$ cat config.mk
export PLATFORM = sky130hd
export DESIGN_NAME = deserializator
export DESIGN_NICKNAME = d
export VERILOG_FILES = /design/src/rtl/deserializator.sv
export SDC_FILE = /design/constraint.sdc
export NUM_CORES = 1
export LEC_CHECK = 0
export ABC_CLOCK_PERIOD_IN_PS = 2150
export CORE_ASPECT_RATIO = 0.9
export CORE_MARGIN = 5
export CORE_UTILIZATION = 40
export CTS_BUF_LIST = sky130_fd_sc_hd__clkbuf_4 sky130_fd_sc_hd__clkbuf_8
export CTS_CLUSTER_DIAMETER = 30
export CTS_CLUSTER_SIZE = 40
export DETAILED_ROUTE_END_ITERATION = 8
export SYNTH_ARGS = -nofsm -noshare
export SYNTH_HDL_FRONTEND = slang
export SYNTH_SLANG_ARGS = --single-unit
$ cat constraint.sdc
create_clock -name clk_i -period 2.15 [get_ports clk_i]
set_clock_uncertainty 0.05 [all_clocks]
set_input_delay 0.645 -clock clk_i [delete_from_list [all_inputs] [get_ports clk_i]]
set_output_delay 0.645 -clock clk_i [all_outputs]
set_load 0.02 [all_outputs]
$ cat src/rtl/deserializator.sv
// Serial-to-parallel stage: packs an MSB-first bit stream into WIDTH-bit words with a bit count.
// Optional macro DESER_ALIGN_LSB_EN right-aligns partial words instead of left-aligning them.
module deserializator #(
    parameter int unsigned WIDTH = 16,
    parameter int unsigned MOD_W = $clog2(WIDTH)
) (
    input  logic             clk_i,
    input  logic             arst_n_i,
    input  logic             ser_data_i,
    input  logic             ser_data_val_i,
    output logic [WIDTH-1:0] deser_data_o,
    output logic [MOD_W-1:0] deser_mod_o,
    output logic             deser_data_val_o,
    output logic             busy_o
);

    typedef enum logic [0:0] {StIdle, StCollect} state_e;

    localparam logic [MOD_W:0] CntLast = (MOD_W + 1)'(WIDTH - 1);
    localparam logic [MOD_W:0] CntOne  = (MOD_W + 1)'(1);

    state_e             state_q, state_d;
    logic [MOD_W:0]     cnt_q, cnt_d;
    logic [WIDTH-1:0]   sreg_q, sreg_d;
    logic [WIDTH-1:0]   data_q, data_d;
    logic [MOD_W-1:0]   mod_q, mod_d;
    logic               val_q, val_d;
    logic [WIDTH-1:0]   bit_mask;
    logic [WIDTH-1:0]   sreg_wr;
    logic [WIDTH-1:0]   partial;

    // Unwritten positions of sreg are always zero, so OR-ing in the new bit is enough.
    assign bit_mask = {ser_data_i, {(WIDTH - 1){1'b0}}} >> cnt_q;
    assign sreg_wr  = sreg_q | bit_mask;

`ifdef DESER_ALIGN_LSB_EN
    logic [MOD_W:0] rshift;
    assign rshift  = (MOD_W + 1)'(WIDTH) - cnt_q;
    assign partial = sreg_q >> rshift;
`else
    assign partial = sreg_q;
`endif

    always_comb begin
        state_d = state_q;
        cnt_d   = cnt_q;
        sreg_d  = sreg_q;
        data_d  = data_q;
        mod_d   = mod_q;
        val_d   = 1'b0;
        unique case (state_q)
            StIdle: begin
                if (ser_data_val_i) begin
                    sreg_d  = {ser_data_i, {(WIDTH - 1){1'b0}}};
                    cnt_d   = CntOne;
                    state_d = StCollect;
                end
            end
            StCollect: begin
                if (ser_data_val_i) begin
                    if (cnt_q == CntLast) begin
                        data_d  = sreg_wr;
                        mod_d   = '0;
                        val_d   = 1'b1;
                        cnt_d   = '0;
                        sreg_d  = '0;
                        state_d = StIdle;
                    end else begin
                        sreg_d = sreg_wr;
                        cnt_d  = cnt_q + CntOne;
                    end
                end else begin
                    data_d  = partial;
                    mod_d   = cnt_q[MOD_W-1:0];
                    val_d   = 1'b1;
                    cnt_d   = '0;
                    sreg_d  = '0;
                    state_d = StIdle;
                end
            end
            default: state_d = StIdle;
        endcase
    end

    always_ff @(posedge clk_i or negedge arst_n_i) begin
        if (!arst_n_i) begin
            state_q <= StIdle;
            cnt_q   <= '0;
            sreg_q  <= '0;
            data_q  <= '0;
            mod_q   <= '0;
            val_q   <= 1'b0;
        end else begin
            state_q <= state_d;
            cnt_q   <= cnt_d;
            sreg_q  <= sreg_d;
            data_q  <= data_d;
            mod_q   <= mod_d;
            val_q   <= val_d;
        end
    end

    assign deser_data_o     = data_q;
    assign deser_mod_o      = mod_q;
    assign deser_data_val_o = val_q;
    assign busy_o           = (cnt_q != '0);

endmodule

# After elaboration in Yosys (flattened, before gate mapping)
# Cells that the tools add are included.
# totals
register_bits,43
input_bits,4
word_cells,34
# op_classes
addsub,1
n_eq_ne,3
n_shift,1
n_mux,19
bitwise,2
reduce_logical,2
# op_table
operator,n
$mux 16,5
$pmux 16 s2,1
$or 16x16->16,1
$shr 16x5->16,1
$mux 5,3
$pmux 5 s2,1
$mux 4,2
$mux 1,6
$add 5x1->5 const B,1
$eq 5x4->1 const B,1
$reduce_bool 5->1,1
$ne 2x1->1 const B,1
$ne 2x2->1 const B,1
$pmux 1 s2,1
$reduce_and 2->1,1
$not 1->1,1

# Longest topological paths before layout
# Gate-level depths: netlist (run 1).
# logic_depth
word_depth,5
depth_mapped,6
mapped_depth_nobuf,5

# Worst setup path after synthesis (run 1)
# Ideal clock, no wire load.
# synth_timing
kind,flip-flop to output port
startpoint,reg cnt_q[2]
endpoint,out busy_o
arrival_ns,1.130
path_slack_ns,0.325
stages_incl_launch_ff,4
n_path_buf,1
path_cell_list,dfrtp_1 clkbuf_1 nor3_1 nand2_1
# synth_between
elab_chain_cells,1
# synth_lines
item,line_no,source
start: declaration,23,"logic [MOD_W:0] cnt_q, cnt_d;"
start signal: assignment,95,cnt_q <= cnt_d;
$reduce_bool 5->1,106,assign busy_o = (cnt_q != '0);
end: declaration,14,output logic busy_o
# No other way between the ends.

# Worst setup path after layout (run 1)
# layout_timing
startpoint,reg cnt_q[1]
endpoint,out busy_o
# Same word-level chain as after synthesis.

==> results of run 1 <==
## flip-flops by register name, indices dropped and copies added, names as in the netlist
name / cells
deser_data_o: 16
partial: 16
cnt_q: 5
deser_mod_o: 4
deser_data_val_o: 1
state_q: 1
## routing by layer
metal	vias up	GRT usage [%]
met3	5	4.60
met2	33	23.4
li1	595	-
met1	624	17.9
met4	0	6.19
met5	-	0
## cell type report
| class | count | area [µm²] | share of cell area, % |
|---|---|---|---|
| Tap cell | 62 | 77.6 | 3.23 |
| Multi-Input combinational cell | 79 | 694 | 28.9 |
| Clock buffer | 7 | 83.8 | 3.49 |
| Clock inverter | 1 | 5.00 | 0.208 |
| Sequential cell | 43 | 1080 | 44.7 |
| Timing Repair Buffer | 49 | 449 | 18.7 |
| Inverter | 5 | 18.8 | 0.780 |
## cells in the final DEF (no fill, tap or decap)
cell type,netlist,routed
dfrtp_1,43,43
clkdlybuf4s50_1,0,23
buf_4,0,22
a22o_1,19,19
mux2_1,6,6
mux2_2,6,6
nand2_1,5,5
clkbuf_8,0,5
inv_1,4,4
nor3b_1,4,4
a21oi_1,3,3
a41o_1,3,3
mux2_4,3,3
nor4_2,3,3
and4b_1,2,2
nand3_1,2,2
o21ai_0,2,2
o21a_1,2,2
nor2b_1,2,2
a211o_1,2,2
nor2_1,2,2
ha_1,2,2
clkbuf_4,0,2
buf_12,0,2
o21ai_4,1,1
inv_2,1,1
nor3_2,0,1
mux2i_1,1,1
or2_2,1,1
o21ai_2,1,1
o221a_2,1,1
nor3_1,2,1
nor4bb_1,1,1
nand2b_1,1,1
o2bb2ai_1,1,1
a31oi_1,1,1
clkinv_2,0,1
buf_2,2,1
dlygate4sd2_1,0,1
## power by group through the flow
stage / combinational, W / clock [W] / sequential, W
after global placement: 0.000235 / 0 / 0.000872
after CTS: 0.000237 / 0.000524 / 0.000859
after floorplan: 0.000101 / 0 / 0.000887
final: 0.000234 / 0.000506 / 0.000858
after global routing: 0.000255 / 0.000560 / 0.000863
after detailed placement: 0.000239 / 0 / 0.000875
## metrics by stage
| stage | worst slack [ps] | hold slack (ps) | utilization [%] | TNS (ps) | instances |
|---|---|---|---|---|---|
| 3_3_place_gp | -8.56 | 425 | 52.2 | -78.7 | 238 |
| 5_1_grt | 7.06 | 276 | 54.3 | 0 | 246 |
| 3_5_place_dp | -60.8 | 431 | 52.2 | -459 | 238 |
| 4_1_cts | 79.0 | 251 | 54.3 | 0 | 246 |
| 6_report | 98.8 | 249 | 54.3 | 0 | 246 |
| 2_1_floorplan | 325 | 299 | - | 0 | 135 |
## cell usage after synthesis
cell type	number
dfrtp_1	43
a22o_1	19
mux2_1	6
mux2_2	6
nand2_1	5
clkbuf_1	4
inv_1	4
nor3b_1	4
a21oi_1	3
a41o_1	3
mux2_4	3
nor4_2	3
a211o_1	2
and4b_1	2
buf_2	2
buf_6	2
ha_1	2
nand3_1	2
nor2_1	2
nor2b_1	2
nor3_1	2
o21a_1	2
o21ai_0	2
a31oi_1	1
inv_2	1
mux2i_1	1
nand2b_1	1
nor4bb_1	1
o21ai_2	1
o21ai_4	1
o221a_2	1
o2bb2ai_1	1
or2_2	1
## cell families after synthesis
| logic type | Yosys count | synth area share [%] |
|---|---|---|
| adders and majority gates | 2 | 1.37 |
| DFF | 43 | 58.7 |
| muxes | 16 | 10.4 |
| buffers and inverters | 13 | 3.62 |
| and+or+nand+nor | 25 | 9.22 |
| AOI/OAI and AO/OA | 36 | 16.7 |
## worst paths after layout
check	endpoint	slack (ps)	depth (start not counted)
min reg2reg	deser_data_o[12]	440	1
max in group asynchronous	deser_mod_o[3]	1320	2
max reg2reg	deser_data_o[14]	170	6
min in group clk_i	deser_data_o[12]	440	1
max	busy_o	100	4
min	deser_data_o[5]	250	1
## worst max-delay path: cells and delay by family (launching register included)
| kind | cells | cell delay (ps) |
|---|---|---|
| adders and majority gates | 1 | 160 |
| buffers and inverters | 2 | 460 |
| DFF | 1 | 400 |
| and+or+nand+nor | 1 | 50 |
## repair_timing
item,in CTS,in global routing
setup endpoints to repair,1,0
endpoints found under the hold margin,0,0
resized for setup,2,0
setup buffers,0,0
==> flow_summary.json, run 1 <==
{
  "met3_length_um": 182,
  "gp_congestion": 0.871,
  "grt_pass1_wl_mm": 6.40,
  "p_int_w": 0.00120,
  "cts_tree": "done",
  "ys_seq_elements": 43,
  "clockPowerShare_pct": 31.7,
  "critPathSlowestCell": "dfrtp_1",
  "power.total_w": 0.00160,
  "yosysUniqueCellTypes": 33,
  "grt_pass1_vias": 1328,
  "maxSlewHeadroom_pct": 66.6,
  "die_height_um": 74.2,
  "setup.worst_path.start_class": "flip-flop",
  "clockBufferDepth": 2,
  "synth_area_leaders": "dfrtp_1 59%, a22o_1 9.1%, mux2_1 3.7%, mux2_2 3.7%, mux2_4 2.5%",
  "slew_viol_final": 0,
  "wl_met1_mm": 1.78,
  "highest_layer": "met4",
  "status": "completed",
  "slowest_delay_ps": 400,
  "drv_cap": 0,
  "p_per_area_nw_per_um2": 664,
  "fin_nets": 189,
  "cp.arrival_ps": 1360,
  "ys_warn_count": 0,
  "worstPathCellList": "inv_1 > ha_1 > nand2_1 > dlygate4sd2_1",
  "n_fill_cell": 411,
  "cp-startpoint": "cnt_q[1]",
  "synthToLayoutAreaGrowth_pct": 31.3,
  "io_buffer_count": 25,
  "dr_wl_met2_mm": 1.78,
  "hold_class": "primary input to asynchronous set/reset pin",
  "yosys.area.top_type": "dfrtp_1",
  "io_pins": 26,
  "min_period_over_period_pct": 95.4,
  "endpoint_kind": "output port",
  "worst-slew-pin-transition_ps": 499,
  "vias_per_cell": 5.11,
  "cts_made_buffers": 5,
  "antenna_left": 0,
  "drtPass1Iterations": 4,
  "power_frac_comb_pct": 14.6,
  "drt_iter0_drc": 64,
  "root_buffer": "clkbuf_8",
  "fin_crit_ps": 2050,
  "finalSetupViolCount": 0,
  "syn_area_um2": 1830,
  "seqPwrFrac_pct": 53.7,
  "place_area_um2": 2310,
  "p_leak_nw": 1.18,
  "core-area_um2": 4430,
  "antenna_found_initial": 0,
  "drc_errors": 0,
  "grt_max_degree": 25,
  "grt_setup_unrepaired": "false",
  "r2r-start": "cnt_q[0]",
  "crit_type": "flip-flop to output port",
  "num_antenna_cells": 0,
  "drive_gt1_share_pct": 27.7,
  "peakVddDrop_uv": 296,
  "hold_buffers": 0,
  "fp.dieW_um": 81.3,
  "rows": 23,
  "die-area_um2": 6030,
  "synth_top_cell_area_share_pct": 58.7,
  "clk_latency_ps": 290,
  "clk_pin_slew_ps": 70,
  "finalInstanceArea_um2": 2400,
  "critPathMaxFanout": 4,
  "synthesis.nets": 141,
  "routed_wl_mm": 3.80,
  "grt_usage_pct": 14.5,
  "crit_required_ps": 1450,
  "grt-ovfl-total": 0,
  "wl_per_cell_um": 15.5,
  "ys_seq_area_share_pct": 58.7,
  "vias": 1257,
  "hpwlAfterDp_mm": 2.92,
  "p_sw_share_pct": 24.9,
  "netlist_instances": 135,
  "htreeDepth": 2,
  "p_sw_w": 0.000398,
  "fmax_mhz": 488,
  "cts_sinks": 43,
  "hold_viol_final": 0,
  "start_util_pct": 41.3,
  "postSynthAreaPerCell_um2": 13.6
}
No activity file was read; power rests on OpenSTA's default activity.
==> run 2: changes to the inputs <==
--- a/config.mk
+++ b/config.mk
@@ -5,14 +5,18 @@
 export SDC_FILE = /design/constraint.sdc
 export NUM_CORES = 1
 export LEC_CHECK = 0
+export ABC_AREA = 1
 export ABC_CLOCK_PERIOD_IN_PS = 2150
-export CORE_ASPECT_RATIO = 0.9
+export CELL_PAD_IN_SITES_DETAIL_PLACEMENT = 1
+export CELL_PAD_IN_SITES_GLOBAL_PLACEMENT = 1
+export CORE_ASPECT_RATIO = 0.5
 export CORE_MARGIN = 5
 export CORE_UTILIZATION = 40
 export CTS_BUF_LIST = sky130_fd_sc_hd__clkbuf_4 sky130_fd_sc_hd__clkbuf_8
 export CTS_CLUSTER_DIAMETER = 30
 export CTS_CLUSTER_SIZE = 40
 export DETAILED_ROUTE_END_ITERATION = 8
+export PLACE_DENSITY_LB_ADDON = 0.1
 export SYNTH_ARGS = -nofsm -noshare
 export SYNTH_HDL_FRONTEND = slang
 export SYNTH_SLANG_ARGS = --single-unit
==> flow_summary.json, run 2 <==
{
  "yosys.area.top_type": "dfrtp_1",
  "drive_gt1_share_pct": 11.2,
  "hold_class": "primary input to asynchronous set/reset pin",
  "core-area_um2": 5000,
  "status": "completed",
  "cts_sinks": 43,
  "peakVddDrop_uv": 326,
  "p_sw_w": 0.000714,
  "cp.arrival_ps": 1420,
  "synthesis.nets": 268,
  "fmax_mhz": 474,
  "num_antenna_cells": 0,
  "drc_errors": 0,
  "drv_cap": 0,
  "start_util_pct": 42.0,
  "root_buffer": "clkbuf_8",
  "synth_edf_count": 0,
  "p_sw_share_pct": 32.3,
  "r2r-start": "cnt_q[0]",
  "synth_top_cell_area_share_pct": 51.2,
  "antenna_left": 0,
  "hpwlAfterDp_mm": 3.65,
  "routed_wl_mm": 5.06,
  "ys_seq_elements": 43,
  "fin_cells": 373,
  "p_int_w": 0.00150,
  "r2r_cells": 10,
  "hold_viol_final": 0,
  "ys_seq_area_share_pct": 51.2,
  "fin_crit_ps": 2110,
  "antenna_found_initial": 0,
  "crit_type": "flip-flop to output port",
  "clk_pin_slew_ps": 90,
  "rows": 18,
  "slew_viol_final": 0,
  "drt_iter0_drc": 77,
  "clockBufferDepth": 2,
  "synth_flop_cell": "dfrtp_1",
  "n_fill_cell": 629,
  "netlist_instances": 262,
  "die_height_um": 61.3,
  "p_leak_nw": 1.47,
  "placed_cells": 365,
  "crit_required_ps": 1450,
  "wl_per_cell_um": 13.6,
  "die-area_um2": 6890,
  "yosysUniqueCellTypes": 22,
  "cts_made_buffers": 5,
  "setup_tns_ps": 0,
  "grt_pass1_wl_mm": 8.91,
  "critPathMaxFanout": 4,
  "synthTopCellsByCount": "63 x nand2_1, 60 x inv_1, 43 x dfrtp_1, 21 x o21ai_1, 16 x o21ai_0",
  "synthToLayoutAreaGrowth_pct": 24.9,
  "slowest_delay_ps": 430,
  "ys_warn_count": 0,
  "timing.rr.end": "deser_data_o[15]",
  "p_per_area_nw_per_um2": 842,
  "worstPathCellList": "nor2_2 > nand3_1 > dlygate4sd2_1",
  "fin_nets": 308,
  "grt-ovfl-total": 0,
  "io_pins": 26,
  "gp_congestion": 0.778,
  "grt_pass1_vias": 1832,
  "critPathSlowestCell": "dfrtp_1",
  "clockPowerShare_pct": 29.7,
  "grt_max_degree": 44,
  "htreeDepth": 2,
  "cts_tree": "done",
  "postSynthAreaPerCell_um2": 8.02,
  "rrSetupSlack_ps": 360,
  "synth_most_common_cell": "nand2_1",
  "power_frac_comb_pct": 27.8,
  "synth_area_leaders": "dfrtp_1 51%, nand2_1 11%, inv_1 11%, o21ai_1 5.0%, o21ai_0 3.8%",
  "min_period_over_period_pct": 98.2,
  "vias": 1726,
  "clk_latency_ps": 300,
  "worst-slew-pin-transition_ps": 568,
  "syn_area_um2": 2100,
  "fp.dieW_um": 113,
  "maxSlewHeadroom_pct": 62.1,
  "drtPass1Iterations": 4,
  "grt_usage_pct": 16.6,
  "mostFrequentLayoutCells": "63 x nand2_1, 60 x inv_1, 43 x dfrtp_1",
  "finalSetupViolCount": 0,
  "post_cts_buffers": 0,
  "io_buffer_count": 25,
  "grt_setup_unrepaired": "false",
  "setup.worst_path.start_class": "flip-flop",
  "endpoint_kind": "output port",
  "async_reset_ff_share_pct": 100,
  "final_common_cell": "nand2_1",
  "vias_per_cell": 4.63,
  "seqPwrFrac_pct": 42.5
}
## run 2: worst max path at each step
stage | slack, ps | start | endpoint
after global routing | 3 | cnt_q[3] | busy_o
after floorplan | 570 | cnt_q[3] | busy_o
after global placement | 60 | ser_data_val_i | partial[15]
after detailed placement | 20 | ser_data_val_i | deser_data_o[15]
final | 40 | cnt_q[3] | busy_o
after CTS | 50 | cnt_q[3] | busy_o
## run 2: per-stage QoR
step	hold slack [ps]	utilization [%]	area (µm²)	setup WS [ps]	power (W)
final	352	52.5	2630	38.4	0.00221
after CTS	390	52.5	2630	50.2	0.00223
after global routing	417	52.5	2630	2.97	0.00234
after global placement	415	50.3	2510	56.2	0.00156
after detailed placement	418	50.3	2510	15.6	0.00158
after floorplan	299	-	2100	567	0.00129
## run 2: power by group through the flow
stage | combinational (W) | clock (W) | sequential, W
after global placement | 0.000607 | 0 | 0.000955
after floorplan | 0.000246 | 0 | 0.00105
after CTS | 0.000624 | 0.000665 | 0.000944
after detailed placement | 0.000623 | 0 | 0.000960
after global routing | 0.000678 | 0.000710 | 0.000956
final | 0.000614 | 0.000657 | 0.000941
## run 2: layout make-up
cell class                 instances  area, µm²  area share, %
clock buffer                       5       68.8           2.62
clock inverter                     3       43.8           1.67
tap                               70       87.6           3.33
sequential                        43       1080           41.0
multi-input combinational        149        728           27.7
inverter                          62        233           8.86
timing repair buffer              41        389           14.8
## run 2: worst max-delay path, delay by kind of cell, from the launching register on
kind | cells | cell delay (ps)
buffers and inverters | 1 | 360
and+or+nand+nor | 2 | 320
DFF | 1 | 430
## run 2: cells by family (layout without fill, tap and decap cells)
kind of cell | Yosys count | in the layout | share of synthesized area [%]
compound gates | 47 | 47 | 12.5
buf+inv | 70 | 111 | 14.3
flops | 43 | 43 | 51.2
fa+ha+maj | 2 | 2 | 1.19
simple gates | 100 | 100 | 20.8
## run 2: per-layer routing
layer	global-route usage [%]	vias up	wire length, µm
li1	-	878	-
met1	22.8	820	2730
met2	27.9	24	2150
met3	4.12	4	158
met4	2.57	0	21
met5	0	-	0
## run 2: repair_timing
| action | 4_1_cts | 5_1_grt |
|---|---|---|
| hold buffers | 0 | 0 |
| resized for setup | 2 | 0 |
| endpoints found under the setup margin | 1 | 0 |
| hold endpoints to repair | 0 | 0 |
==> run 3: changes to the inputs <==
--- a/config.mk
+++ b/config.mk
@@ -16,6 +16,7 @@
 export CTS_CLUSTER_DIAMETER = 30
 export CTS_CLUSTER_SIZE = 40
 export DETAILED_ROUTE_END_ITERATION = 8
+export MAX_ROUTING_LAYER = met4
 export PLACE_DENSITY_LB_ADDON = 0.1
 export SYNTH_ARGS = -nofsm -noshare
 export SYNTH_HDL_FRONTEND = slang
==> flow_summary.json, run 3 (synthesized netlist as in run 2, its figures left out) <==
{
  "crit_type": "flip-flop to output port",
  "num_antenna_cells": 0,
  "drt_iter0_drc": 85,
  "slew_viol_final": 0,
  "start_util_pct": 42.0,
  "antenna_found_initial": 0,
  "hold_viol_final": 0,
  "grt_setup_unrepaired": "false",
  "fmax_mhz": 474,
  "p_per_area_nw_per_um2": 843,
  "clk_pin_slew_ps": 90,
  "routed_wl_mm": 5.06,
  "seqPwrFrac_pct": 42.5,
  "die-area_um2": 6890,
  "io_buffer_count": 25,
  "holdWs_ps": 354,
  "p_int_w": 0.00150,
  "maxSlewHeadroom_pct": 62.1,
  "drc_errors": 0,
  "cts_sinks": 43,
  "antenna_left": 0,
  "io_pins": 26,
  "drive_gt1_share_pct": 11.2,
  "wl_per_cell_um": 13.6,
  "htreeDepth": 2,
  "grt_pass1_wl_mm": 8.91,
  "cp.arrival_ps": 1420,
  "crit_required_ps": 1450,
  "vias_per_cell": 4.62,
  "clk_latency_ps": 300,
  "hold_buffers": 0,
  "cts_tree": "done",
  "core-area_um2": 5000,
  "fp.dieW_um": 113,
  "worst-slew-pin-transition_ps": 569,
  "cts_made_buffers": 5,
  "grt_pass1_vias": 1836,
  "r2r_cells": 10,
  "fin_crit_ps": 2110,
  "peakVddDrop_uv": 325,
  "clockBufferDepth": 2,
  "p_leak_nw": 1.47,
  "endpoint_kind": "output port",
  "vias": 1723,
  "fin_nets": 308,
  "critPathMaxFanout": 4,
  "drtPass1Iterations": 4,
  "grt_max_degree": 44,
  "final_common_cell": "nand2_1",
  "grt_usage_pct": 17.2,
  "drv_cap": 0,
  "min_period_over_period_pct": 98.2,
  "setup.worst_path.start_class": "flip-flop",
  "mostFrequentLayoutCells": "63 x nand2_1, 60 x inv_1, 43 x dfrtp_1",
  "grt-ovfl-total": 0,
  "setup_tns_ps": 0,
  "hold_class": "primary input to asynchronous set/reset pin",
  "die_height_um": 61.3,
  "rows": 18,
  "clockPowerShare_pct": 29.7,
  "p_sw_w": 0.000715,
  "status": "completed",
  "finalSetupViolCount": 0,
  "p_sw_share_pct": 32.3,
  "gp_congestion": 0.788,
  "root_buffer": "clkbuf_8",
  "synthToLayoutAreaGrowth_pct": 24.9,
  "power_frac_comb_pct": 27.8,
  "hpwlAfterDp_mm": 3.65
}
run 3: cell counts in the layout (fill, tap and decap cells not counted):
Identical to the previous run, type by type.
run 3: area by class of cell:
cell class                 instances  area (µm²)
clock inverter                     3        43.8
timing repair buffer              41         389
sequential                        43        1080
fill                             629        2370
inverter                          62         233
multi-input combinational        149         728
tap                               70        87.6
clock buffer                       5        68.8
run 3: per-layer routing:
metal  GRT usage (%)  vias to the layer above  part of all wire (%)
met5               -                        -                     0
met1            23.0                      813                    54
met2            27.7                       27                    42
met3            4.12                        5                   3.4
li1                -                      878                     -
met4            2.57                        0                  0.57
run 3: worst paths after layout:
path | slack (ps) | end | from
worst max-delay path | 40 | busy_o | cnt_q[3]
worst min-delay path | 350 | deser_mod_o[2] | arst_n_i
worst max register to register | 360 | deser_data_o[15] | cnt_q[0]
worst min register to register | 440 | deser_data_o[14] | partial[14]
max in group asynchronous | 1290 | partial[11] | arst_n_i
min in group clk_i | 440 | deser_data_o[14] | partial[14]
run 3: power by group through the flow:
stage	Combinational, W	Sequential [W]	Clock (W)
floorplan	0.000246	0.00105	0
global placement	0.000607	0.000955	0
detailed placement	0.000623	0.000960	0
CTS	0.000624	0.000944	0.000665
global route	0.000678	0.000956	0.000712
finish	0.000614	0.000941	0.000658
run 3: through the flow:
step           utilization (%)  setup slack [ps]  total power (W)  area (µm²)  std cells
2_1_floorplan                -               567          0.00129        2100        262
3_3_place_gp              50.3              56.2          0.00156        2510        365
6_report                  52.5              38.8          0.00221        2630        373
3_5_place_dp              50.3              15.6          0.00158        2510        365
5_1_grt                   52.5              2.98          0.00235        2630        373
4_1_cts                   52.5              50.2          0.00223        2630        373
run 3: repair_timing:
item | 4_1_cts | 5_1_grt
resized for setup | 2 | 0
hold endpoints to repair | 0 | 0
setup buffers | 0 | 0
endpoints found under the setup margin | 1 | 0
run 3: critical path, cell delays in order (launching register included):
cell and delay (ps):
dfrtp_1 430, nor2_2 170, nand3_1 150, dlygate4sd2_1 360
